<file path="src/rtl/disp_scheduler.sv">
// Time-shares a 4-digit seven-segment display between NSRC debug sources.
// Each round picks a source (auto round-robin over enabled sources, or a manual index),
// converts its binary value to BCD with a sequential double-dabble, commits the result
// and holds it for a dwell period before moving on.
//
// Ports:
//   clk, rst   system clock, synchronous active-high reset
//   src_val    packed source values, source k = src_val[k*W +: W]
//   src_en     per-source eligibility for auto rotation
//   man_mode   1 = show man_sel, 0 = auto round-robin
//   man_sel    source index used in manual mode
//   hold       freeze the current display
//   next       one-cycle pulse, ends the dwell early
//   num        committed binary value
//   bcd        committed BCD {thousands, hundreds, tens, ones}
//   cur_src    index of the committed source
//   bcd_valid  a commit has happened since reset
//   upd        one-cycle pulse on each commit
//   busy       selecting or converting
module disp_scheduler #(
  parameter int unsigned NSRC         = 4,
  parameter int unsigned W            = 13,
  parameter int unsigned DWELL_CYCLES = 100000000,
  parameter int unsigned CNT_W        = 27,
  localparam int unsigned SelW        = $clog2(NSRC)
) (
  input  logic                clk,
  input  logic                rst,
  input  logic [NSRC*W-1:0]   src_val,
  input  logic [NSRC-1:0]     src_en,
  input  logic                man_mode,
  input  logic [SelW-1:0]     man_sel,
  input  logic                hold,
  input  logic                next,
  output logic [W-1:0]        num,
  output logic [15:0]         bcd,
  output logic [SelW-1:0]     cur_src,
  output logic                bcd_valid,
  output logic                upd,
  output logic                busy
);

  localparam int unsigned IterW = $clog2(W + 1);
  localparam logic [CNT_W-1:0] DwellLast = CNT_W'(DWELL_CYCLES - 1);
  localparam logic [IterW-1:0] IterLast  = IterW'(W - 1);

  typedef enum logic [1:0] {StSelect, StConv, StShow} state_e;

  state_e            state_q, state_d;
  logic [SelW-1:0]   ptr_q;
  logic [CNT_W-1:0]  dwell_q;
  logic [IterW-1:0]  iter_q;
  logic [W-1:0]      shift_q;
  logic [15:0]       scratch_q;
  logic [W-1:0]      cap_q;
  logic [W-1:0]      num_q;
  logic [15:0]       bcd_q;
  logic [SelW-1:0]   cur_src_q;
  logic              valid_q;
  logic              upd_q;

  logic              iter_last;
  logic              dwell_last;
  logic [SelW-1:0]   sel_ptr;
  logic [W-1:0]      sel_val;
  logic [15:0]       scr_adj;
  logic [15:0]       scr_step;
  logic [W-1:0]      shift_step;

  assign iter_last  = (iter_q == IterLast);
  assign dwell_last = (dwell_q == DwellLast);

  // Source selection. Auto search starts at ptr+1 and wraps; i == NSRC lands back on ptr,
  // so a lone enabled source keeps being picked.
  always_comb begin
    logic              found;
    logic [SelW-1:0]   idx;
    found   = 1'b0;
    idx     = '0;
    sel_ptr = ptr_q;
    if (man_mode) begin
      sel_ptr = man_sel;
      found   = 1'b1;
    end else begin
      for (int unsigned i = 1; i <= NSRC; i++) begin
        idx = ptr_q + SelW'(i);
        if (!found && src_en[idx]) begin
          found   = 1'b1;
          sel_ptr = idx;
        end
      end
    end
    sel_val = found ? src_val[int'(sel_ptr) * int'(W) +: W] : '0;
  end

  // One double-dabble step: add 3 to every nibble >= 5, then shift {scratch, shift} left.
  always_comb begin
    scr_adj = scratch_q;
    for (int n = 0; n < 4; n++) begin
      if (scr_adj[4*n +: 4] >= 4'd5) begin
        scr_adj[4*n +: 4] = scr_adj[4*n +: 4] + 4'd3;
      end
    end
    {scr_step, shift_step} = {scr_adj, shift_q} << 1;
  end

  // FSM state register
  always_ff @(posedge clk) begin
    if (rst) begin
      state_q <= StSelect;
    end else begin
      state_q <= state_d;
    end
  end

  // FSM next state
  always_comb begin
    state_d = state_q;
    unique case (state_q)
      StSelect: state_d = StConv;
      StConv:   if (iter_last) state_d = StShow;
      StShow:   if (!hold && (dwell_last || next)) state_d = StSelect;
      default:  state_d = StSelect;
    endcase
  end

  // FSM outputs
  always_comb begin
    busy = (state_q != StShow);
  end

  // Datapath and committed outputs
  always_ff @(posedge clk) begin
    if (rst) begin
      ptr_q     <= SelW'(NSRC - 1);
      dwell_q   <= '0;
      iter_q    <= '0;
      shift_q   <= '0;
      scratch_q <= '0;
      cap_q     <= '0;
      num_q     <= '0;
      bcd_q     <= '0;
      cur_src_q <= '0;
      valid_q   <= 1'b0;
      upd_q     <= 1'b0;
    end else begin
      upd_q <= 1'b0;
      unique case (state_q)
        StSelect: begin
          ptr_q     <= sel_ptr;
          shift_q   <= sel_val;
          cap_q     <= sel_val;
          scratch_q <= '0;
          iter_q    <= '0;
        end
        StConv: begin
          shift_q   <= shift_step;
          scratch_q <= scr_step;
          iter_q    <= iter_q + 1'b1;
          if (iter_last) begin
            bcd_q     <= scr_step;
            num_q     <= cap_q;
            cur_src_q <= ptr_q;
            upd_q     <= 1'b1;
            valid_q   <= 1'b1;
            dwell_q   <= '0;
          end
        end
        StShow: begin
          if (!hold) dwell_q <= dwell_q + 1'b1;
        end
        default: ;
      endcase
    end
  end

  assign num       = num_q;
  assign bcd       = bcd_q;
  assign cur_src   = cur_src_q;
  assign bcd_valid = valid_q;
  assign upd       = upd_q;

endmodule

</file>
<file path="config.mk">
export PLATFORM = sky130hd
export DESIGN_NAME = disp_scheduler
export DESIGN_NICKNAME = d
export VERILOG_FILES = /design/src/rtl/disp_scheduler.sv
export SDC_FILE = /design/constraint.sdc
export NUM_CORES = 1
export LEC_CHECK = 0
export CAP_MARGIN = 30
export CORE_UTILIZATION = 40
export DETAILED_ROUTE_END_ITERATION = 6
export MAX_ROUTING_LAYER = met4
export SETUP_SLACK_MARGIN = 0.3
export SLEW_MARGIN = 20
export SYNTH_ARGS = -nofsm -noshare
export SYNTH_HDL_FRONTEND = slang
export SYNTH_SLANG_ARGS = --single-unit
export TNS_END_PERCENT = 50
</file>
<file path="constraint.sdc">
create_clock -name clk -period 2.54 [get_ports clk]
set_input_delay 0.635 -clock clk [delete_from_list [all_inputs] [get_ports clk]]
set_output_delay 0.635 -clock clk [all_outputs]
set_load 0.005 [all_outputs]
</file>
# Yosys cells after proc, flatten, opt, wreduce, memory -nomap -nowiden
# Index checks and enable logic that the tools add are counted.
# W data, S select, Z words.
dict set report word_totals {
  reg_bits 110
  input_bits 63
  out_inout_bits 34
  word_cells 92
}
dict set report classes {
  addsub 9
  n_mul 1
  order_cmp 8
  eq_ne 8
  shift 1
  n_mux 36
  bitwise_logic 1
  n_reduce_logical 16
}
# op n
set ops {}
lappend ops {{$mux W27} 2}
lappend ops {{$pmux W27 S2} 1}
lappend ops {{$shiftx A52 B7 Y13} 1}
lappend ops {{$pmux W16 S2} 1}
lappend ops {{$add A27 B1 Y27 const B} 1}
lappend ops {{$eq A27 B27 Y1 const B} 1}
lappend ops {{$pmux W13 S2} 1}
lappend ops {{$ge A4 B3 Y1 const B} 4}
lappend ops {{$mux W2} 7}
lappend ops {{$mux W1} 13}
lappend ops {{$mux W13} 1}
lappend ops {{$add A4 B2 Y4 const B} 3}
lappend ops {{$lt A2 B3 Y1 const B} 4}
lappend ops {{$mux W4} 3}
lappend ops {{$bmux W1 S2} 4}
lappend ops {{$ne A2 B2 Y1 const B} 4}
lappend ops {{$pmux W4 S2} 1}
lappend ops {{$mul A2 B4 Y6 const B} 1}
lappend ops {{$pmux W2 S3} 1}
lappend ops {{$add A2 B2 Y2 const B} 2}
lappend ops {{$add A4 B1 Y4 const B} 1}
lappend ops {{$eq A4 B4 Y1 const B} 1}
lappend ops {{$logic_and A1 B1 Y1} 4}
lappend ops {{$logic_not A1 Y1} 4}
lappend ops {{12 further kinds} 14}

# Longest topological paths before layout
dict set report logic_depth {
  ltp_word 21
  mapped_depth 9
  ltp_nobuf 7
}

# Worst setup path before layout
# Ideal clock, no wire load.
dict set report synth_path {
  path_type {input to register}
  from {input src_en[1]}
  to {register cap_q[4]}
  setup_time_ps 145
  arrival_time_ps 1827
  required_ps 2395
  setup_slack_ps 569
  cell_stages 7
  path_buffers 2
  path_cell_list {nor2b_1 a211o_1 a221oi_2 or3b_1 buf_2 buf_6 o221ai_1}
}
dict set report synth_between {
  elab_chain_len 19
  elab_cells_between_ends 30
  cone_classes {1 x mul; 1 x shift; 22 x mux; 6 x reduce/logical}
}
# element line_no
set synth_lines {}
lappend synth_lines {{start: declaration} 30} ;# input logic [NSRC-1:0] src_en,
lappend synth_lines {{$bmux W1 S2} 87} ;# if (!found && src_en[idx]) begin
lappend synth_lines {{$mux W1 (implied by the code)} 87}
lappend synth_lines {{$mux W1} 87}
lappend synth_lines {{$mux W1} 81} ;# if (man_mode) begin
lappend synth_lines {{$logic_not A1 Y1} 87}
lappend synth_lines {{$logic_and A1 B1 Y1} 87}
lappend synth_lines {{$mux W1} 87}
lappend synth_lines {{$mux W1} 81}
lappend synth_lines {{(+3 left out)} -}
lappend synth_lines {{$mux W1} 81}
lappend synth_lines {{$logic_not A1 Y1} 87}
lappend synth_lines {{$logic_and A1 B1 Y1} 87}
lappend synth_lines {{$mux W2} 87}
lappend synth_lines {{$mux W2} 81}
lappend synth_lines {{$mul A2 B4 Y6} 93} ;# sel_val = found ? src_val[int'(sel_ptr) * int'(W) +: W] : '0;
lappend synth_lines {{$shiftx A52 B7 Y13} 93}
lappend synth_lines {{$mux W13 (*)} 93}
lappend synth_lines {{end signal: assignment} 152} ;# cap_q <= sel_val;
lappend synth_lines {{end: declaration} 55} ;# logic [W-1:0] cap_q;
# Every way passes the cells marked *; elsewhere a longest branch is shown, timed or not. The select of a mux whose other input is x is not followed.
# A chain may end at the register's enable or synchronous reset.

# Worst setup path after layout
dict set report layout_path {
  from {input src_en[2]}
  to {register cap_q[6]}
}
# Same word-level chain as after synthesis.

==> results.json <==
{
  "status": "finished clean",
  "post_synthesis_cell_area_um2": 5130,
  "synth_top_cell_by_area": "sky130_fd_sc_hd__dfxtp_1",
  "post-synth-top-area-fraction_pct": 42.9,
  "crit_type": "input port to flip-flop",
  "number_of_global_route_vias_before_repair": 4218,
  "clk_pin_slew_ns": 0.07,
  "antenna_violating_nets_remaining": 0,
  "static-leakage-power_nw": 2.46,
  "diodes": 0,
  "timing.final.crit_period_ns": 2.18,
  "routed_via_density": 5.29,
  "cts_inserted_buffers": 9,
  "p_int_w": 0.00286,
  "placedCellCount": 818,
  "comb_power_share_pct": 9.8,
  "clock_tree_skew_after_final_layout_ns": 0.00529,
  "tns_ns": 0,
  "ios": 97,
  "max_stage_delay_ns": 0.51,
  "synthMostInstantiatedCell": "sky130_fd_sc_hd__dfxtp_1",
  "layout_setup_ws_ns": 0.362,
  "finalCritPeriodShare_pct": 85.7,
  "area_taken_by_multi_input_logic_gates_um2": 2660,
  "initial_core_util_pct": 41.8,
  "cts-hold-fix-buffers": 0,
  "power_density_over_the_cells_nw_per_um2": 552,
  "die-height_um": 115,
  "max_slew_margin_pct": 71.7,
  "synth.yosys.seq_area_share_pct": 42.9,
  "tritoncts": "built",
  "fin_util_pct": 54.2,
  "syn_avg_cell_area_um2": 8.98,
  "kind_of_cell_adding_the_most_delay_to_the_critical_path": "compound AO/OA/AOI/OAI gates",
  "deepest_clock_path_buffer_count": 2,
  "gr-total-overflow": 0,
  "finalMaxSlewViolations": 0,
  "count_of_endpoints_failing_setup_in_the_final_report": 0,
  "synthDistinctLibCells": 51,
  "overall_power_w": 0.00367,
  "crit_slowest_cell": "sky130_fd_sc_hd__clkdlybuf4s50_1",
  "core_area_um2": 12300,
  "cp.arrival_ns": 2.45,
  "layout-area-overhead-vs-synth_pct": 29.7,
  "finalWeightedCongestion": 0.835,
  "grt_total_usage_pct": 20.4,
  "timing.fmax_mhz": 459,
  "dp_hpwl_um": 8610,
  "critPathBufInv": 4,
  "worstPathCellList": "clkdlybuf4s50_1 > inv_1 > a211o_1 > a221oi_2 > buf_4 > o21ai_2 > buf_12 > o221ai_1",
  "die_width_um": 115,
  "postSynthNetCount": 645,
  "grt_setup_unrepaired": "true",
  "final_layout_size_suffix_gt1_share_pct": 7.65,
  "power.switching_fraction_pct": 22.0,
  "cts-htree-levels": 3,
  "pre_cts_ws_ns": 0.0357,
  "regArea_um2": 2210,
  "grt_pass1_wl_um": 20600,
  "seq_power_share_pct": 49.2,
  "detailroute.via_count": 4417,
  "worstSetupEndpointType": "flip-flop",
  "tightest_slew_ns": 0.424,
  "path_class_of_the_lowest_slack_min_delay_path": "flip-flop to flip-flop",
  "fraction_of_synthesis_flops_using_an_asynchronous_set_or_reset_pin_pct": 0,
  "required_ns": 2.81,
  "clk_latency_ns": 0.35,
  "rows": 40,
  "portBuffers": 96,
  "ys_ff_latch": 110,
  "drt_iter0_markers": 281,
  "critical_path_maximum_fanout": 26,
  "peakVddDrop_v": 0.000320,
  "p_sw_w": 0.000806,
  "timing_hold_violations_final": 0,
  "drc": 0,
  "detail_route.wirelength_um": 12400,
  "cts.root.buffer_cell": "sky130_fd_sc_hd__clkbuf_16",
  "netlist_top_cells_area": "sky130_fd_sc_hd__dfxtp_1 43%, sky130_fd_sc_hd__mux2i_1 6.1%, sky130_fd_sc_hd__nand2_1 4.8%, sky130_fd_sc_hd__o221ai_1 4.3%, sky130_fd_sc_hd__a22o_1 4.1%",
  "grt_max_degree": 38,
  "antenna_found_initial": 0,
  "ys_warn_count": 0,
  "synth_ff_type": "sky130_fd_sc_hd__dfxtp_1",
  "detail_route.first_pass.iterations": 6,
  "finish.cell_count_without_fillers": 835,
  "tritoncts_sinks": 110,
  "fp.dieArea_um2": 13300,
  "route.detailed.wl_per_inst_um": 14.9,
  "number_of_synthesized_flops_with_an_enable_pin": 0,
  "fillCellCount": 1104,
  "sort_of_element_at_the_start_of_the_critical_path": "input port",
  "cap_violations": 0,
  "synth.cells.most_frequent": "110 x sky130_fd_sc_hd__dfxtp_1, 66 x sky130_fd_sc_hd__nand2_1, 44 x sky130_fd_sc_hd__nor2_1, 32 x sky130_fd_sc_hd__o21ai_0, 31 x sky130_fd_sc_hd__mux2i_1",
  "finalNetCount": 736,
  "clock_power_share_pct": 41.0,
  "syn_inst": 571
}
[power groups by stage]
stage / sequential (W) / combinational, W / clock [W]
after floorplan: 0.00183 / 0.000196 / 0
after global placement: 0.00185 / 0.000349 / 0
after detailed placement: 0.00185 / 0.000358 / 0
after CTS: 0.00181 / 0.000359 / 0.00154
final: 0.00181 / 0.000359 / 0.00150
after global routing: 0.00181 / 0.000391 / 0.00160
[cells in the final DEF, fill, tap and decap left out, types with 6 or more instances in the layout]
master and count:
sky130_fd_sc_hd__ha_1 11, sky130_fd_sc_hd__o21ai_0 32, sky130_fd_sc_hd__clkbuf_16 9, sky130_fd_sc_hd__xor2_1 15, sky130_fd_sc_hd__buf_4 16, sky130_fd_sc_hd__nand2b_1 20
sky130_fd_sc_hd__nand2_1 66, sky130_fd_sc_hd__nand3_1 12, sky130_fd_sc_hd__clkdlybuf4s50_1 96, sky130_fd_sc_hd__a21oi_1 20, sky130_fd_sc_hd__nand4_1 17, sky130_fd_sc_hd__dfxtp_1 108
sky130_fd_sc_hd__nor3b_1 12, sky130_fd_sc_hd__a22oi_1 9, sky130_fd_sc_hd__xnor2_1 8, sky130_fd_sc_hd__nor3_1 6, sky130_fd_sc_hd__mux2i_1 30, sky130_fd_sc_hd__nor2b_1 6
sky130_fd_sc_hd__nor2_1 43, sky130_fd_sc_hd__o221ai_1 25, sky130_fd_sc_hd__a22o_1 24, sky130_fd_sc_hd__inv_1 19
[cell families after synthesis]
| kind of cell | after synthesis | synth area share, % |
|---|---|---|
| buffers and inverters | 57 | 5.39 |
| AND/OR/NAND/NOR | 208 | 20.7 |
| adder cells (fa/ha/maj) | 11 | 2.68 |
| XOR/XNOR | 23 | 3.93 |
| multiplexers | 32 | 6.27 |
| AO/OA/AOI/OAI | 130 | 18.1 |
| flip-flops | 110 | 42.9 |
[registers in the layout, indices dropped and copies added (netlist names)]
signal	cells
ptr_q	2
num	13
upd	1
dwell_q	27
iter_q	4
cur_src	2
shift_q	13
bcd	16
state_q	2
scratch_q	16
cap_q	13
bcd_valid	1
[metrics by stage]
stage / hold WS [ns] / area [µm²]
floorplan: 0.432 / 5130
global placement: 0.436 / 6310
detailed placement: 0.443 / 6320
CTS: 0.458 / 6640
global route: 0.488 / 6650
finish: 0.453 / 6650
[timing repair]
item,CTS,global route
buffers inserted,0,1
resized for setup,1,2
pin swaps,0,1
endpoints found under the setup margin,1,6
[routing by layer]
| metal | part of all wire [%] | vias to the layer above | global-route usage [%] |
|---|---|---|---|
| met5 | 0 | - | - |
| li1 | - | 2236 | - |
| met1 | 48 | 2058 | 25.2 |
| met2 | 47 | 110 | 33.4 |
| met3 | 3.8 | 13 | 3.32 |
| met4 | 1.4 | 0 | 7.45 |
[path summary, 6_finish.rpt]
path	end	slack, ns	cells past startpoint	start
min reg2reg	bcd[8]	0.45	2	bcd[8]
min	bcd[8]	0.45	2	bcd[8]
max reg2reg	dwell_q[23]	0.56	5	dwell_q[2]
max	cap_q[6]	0.36	8	src_en[2]
[cell type report]
cell class / instances / area share (%)
clock buffers: 13 / 3.76
well taps: 168 / 3.16
multi-input cells: 404 / 40.0
flip-flops and latches: 110 / 33.2
repair buffers: 117 / 17.8
clock inverters: 3 / 1.02
inverters: 20 / 1.13
[worst register-to-register path, delay by kind of cell, from the launching register on]
kind          cells  cell delay, ns
simple gates      5            1.49
flops             1            0.43
(Power assumes the default switching activity.)
==> edit 1 (config.mk and constraints unchanged) <==
Set the parameter `CNT_W` to 54 (it was 27).
--- a/src/rtl/disp_scheduler.sv
+++ b/src/rtl/disp_scheduler.sv
@@ -21,7 +21,7 @@
   parameter int unsigned NSRC         = 4,
   parameter int unsigned W            = 13,
   parameter int unsigned DWELL_CYCLES = 100000000,
-  parameter int unsigned CNT_W        = 27,
+  parameter int unsigned CNT_W        = 54,
   localparam int unsigned SelW        = $clog2(NSRC)
 ) (
   input  logic                clk,
Function: same outputs for any inputs over 10 cycles, from zero or initial values and one cycle with rst high; that may be too few to reach the edited logic, so the function may still have changed.
==> edit 1 against the original RTL <==
Sequential cell count grew 27. Fmax shrank 0.88%. Power grew 48%. Sequential power grew 23%. Worst hold slack gained 0.011 ns. Synthesized area grew 24%. Wire length grew 30%. Clock skew grew 0.0020 ns. Final area grew 26%. Final cell count grew 22%. Worst setup slack lost 0.019 ns. Utilization grew 0.59 points. Via count grew 26%. Critical endpoint is now cap_q[12]. Largest power group is now clock.
==> edit 1: results <==
export IMPL_outcome="finished clean"
export IMPL_nonClkBufAreaFrac_pct=15.2
export IMPL_cp_endpoint="cap_q[12]"
export IMPL_grt_pass1_vias=5493
export IMPL_syn_avg_cell_area_um2=9.31
export IMPL_synth_nets=755
export IMPL_multi_input_area_um2=3340
export IMPL_hold_slack_ns=0.464
export IMPL_wl_per_cell_um=15.9
export IMPL_netlist_top_cells_area="dfxtp_1, a22o_1, mux2i_1"
export IMPL_viasPerCell=5.48
export IMPL_nClkBuffers=20
export IMPL_dp_cells=981
export IMPL_wl_met2_mm=7.76
export IMPL_track_usage_pct=21.4
export IMPL_max_freq_ghz=0.455
export IMPL_r2r_cells=7
export IMPL_cts_buffers=17
export IMPL_hold_path_startpoint="cap_q[2]"
export IMPL_r2r_end="dwell_q[46]"
export IMPL_routed_wl_mm=16.2
export IMPL_final_layout_size_suffix_gt1_share_pct=11.5
export IMPL_timing_rr_start="dwell_q[0]"
export IMPL_hold_depth=1
export IMPL_max_stage_delay_ns=0.43
export IMPL_drtPass1Iterations=5
export IMPL_wl_met1_mm=7.57
export IMPL_total_leakage_power_nw=3.11
export IMPL_pre_cts_ws_ns=-0.0930
export IMPL_htree_num_levels=4
edit 1: cell types whose count changed after synthesis, sizes merged, moves of 12 or more:
| cell | delta |
|---|---|
| dfxtp | +27 |
| o21ai | -14 |
| nand2 | -19 |
| a22o | +12 |
| or3 | +14 |
| a21oi | +20 |
| nor2 | +12 |
| nand2b | -12 |
edit 1: cells by family (layout without fill, tap and decap cells):
| group | count (synthesis) | count (layout) | synth area share (%) |
|---|---|---|---|
| other | 0 | 1 | 0 |
| flip-flops | 137 | 137 | 43.3 |
| AND/OR/NAND/NOR | 239 | 239 | 21.0 |
| multiplexers | 31 | 31 | 4.90 |
| buffers and inverters | 60 | 182 | 4.54 |
| XOR/XNOR | 33 | 33 | 4.56 |
| adder cells (fa/ha/maj) | 11 | 11 | 2.17 |
| AO/OA/AOI/OAI | 170 | 170 | 19.5 |
edit 1: power breakdown:
group	internal, mW	total, mW	switching (mW)
registers	2.20	2.23	0.0353
clock network	1.92	2.85	0.932
logic	0.197	0.358	0.161
==> edit 2 (same settings) <==
Made on the original files. Re-encode `state_e` (3 states) as one-hot, 3 bits wide.
--- a/src/rtl/disp_scheduler.sv
+++ b/src/rtl/disp_scheduler.sv
@@ -44,7 +44,7 @@
   localparam logic [CNT_W-1:0] DwellLast = CNT_W'(DWELL_CYCLES - 1);
   localparam logic [IterW-1:0] IterLast  = IterW'(W - 1);
 
-  typedef enum logic [1:0] {StSelect, StConv, StShow} state_e;
+  typedef enum logic [2:0] {StSelect = 3'b001, StConv = 3'b010, StShow = 3'b100} state_e;
 
   state_e            state_q, state_d;
   logic [SelW-1:0]   ptr_q;
Check against the original RTL: same outputs for any inputs over 10 cycles, from zero or initial values and one cycle with rst high; not proved beyond that.
==> edit 2 against the original RTL <==
Non-clock buffer count grew 11. Worst setup slack worse by 0.027 ns. Synthesized area up 2.2%. Final area up 5.5%. Critical path depth stayed put. Largest cell class unchanged. Critical endpoint is now dwell_q[17]. Global-route usage is 1.3 points higher. Worst hold slack hardly changed. Power up 8.5%. Wire length up 11%. Sequential cell count increased by 1. Via count grew 10%.
==> edit 2: results <==
export IMPL_outcome="finished clean"
export IMPL_nonClkBufAreaFrac_pct=18.5
export IMPL_irDropWorstVdd_mv=0.333
export IMPL_grt_max_degree=54
export IMPL_hpwl_mm=9.55
export IMPL_synth_nets=713
export IMPL_seq_area_um2=2220
export IMPL_buffers_excl_clock=128
export IMPL_min_to="bcd[13]"
export IMPL_netlist_top_cells_area="dfxtp_1, nand2_1, a21oi_1"
export IMPL_synth_common_cells="dfxtp_1, nand2_1, nor2_1"
export IMPL_slew_limit_headroom_pct=62.3
export IMPL_wl_per_cell_um=15.1
export IMPL_multi_input_area_share_pct=42.1
export IMPL_gp_congestion=0.916
export IMPL_r2r_cells=9
export IMPL_met3_usage_pct=4.15
export IMPL_use_met2_pct=36.1
export IMPL_die_w_um=116
export IMPL_clock_cell_area_share_pct=4.10
export IMPL_regToRegSetupSlack_ns=0.43
export IMPL_num_multi_input_gates=474
export IMPL_route_met3_wl_um=558
export IMPL_total_leakage_power_nw=2.54
export IMPL_viasPerCell=5.34
export IMPL_finClkSkew_ns=0.00673
export IMPL_place_area_um2=6510
export IMPL_hold_slack_ns=0.453
export IMPL_track_usage_pct=21.7
export IMPL_critPathLaunch="hold"
export IMPL_yosysSeqAreaShare_pct=42.4
export IMPL_wl_met2_mm=6.78
export IMPL_grt_pass1_vias=4603
edit 2: timing repair:
action	in CTS	in global routing
setup buffers	0	4
hold endpoints to repair	0	0
endpoints found under the setup margin	16	29
gates resized for setup	5	26
pin swaps	0	8
gates cloned	1	1
edit 2: cell families after synthesis:
group / synth area share (%)
xor gates and xnor gates: 3.84
adders and majority gates: 2.63
and+or+nand+nor: 22.6
buffers and inverters: 3.89
AOI/OAI and AO/OA: 23.2
muxes: 1.38
DFF: 42.4
edit 2: worst max-delay path, cell delays in order:
cell and delay [ns]:
clkdlybuf4s50_1 0.54, nor4b_2 0.32, a41oi_1 0.14, nor3b_1 0.27
buf_4 0.19, nand4_1 0.13, xor2_1 0.17, nor2_1 0.05
edit 2: worst max path at each step:
stage	to	depth (start not counted)	slack, ns
after detailed placement	cap_q[3]	8	-0.12
after floorplan	dwell_q[17]	6	0.40
after global routing	dwell_q[23]	8	0.25
after global placement	shift_q[2]	8	-0.06
after CTS	cap_q[2]	8	0.27
final	dwell_q[17]	8	0.33
edit 2: metrics by stage:
| stage | setup WS, ns | utilization [%] | std cells | total power [mW] |
|---|---|---|---|---|
| after floorplan | 0.404 | - | 639 | 2.24 |
| after global placement | -0.0568 | 51.3 | 889 | 2.52 |
| after detailed placement | -0.122 | 51.4 | 890 | 2.53 |
| after CTS | 0.272 | 54.1 | 907 | 3.94 |
| after global routing | 0.254 | 55.4 | 912 | 4.17 |
| final | 0.335 | 55.4 | 912 | 3.98 |
edit 2: power by group:
group          switching [mW]  total [mW]  internal [mW]
clock network           0.692        1.38          0.687
registers              0.0785        1.90           1.83
logic                   0.344       0.699          0.356
total                    1.11        3.98           2.87
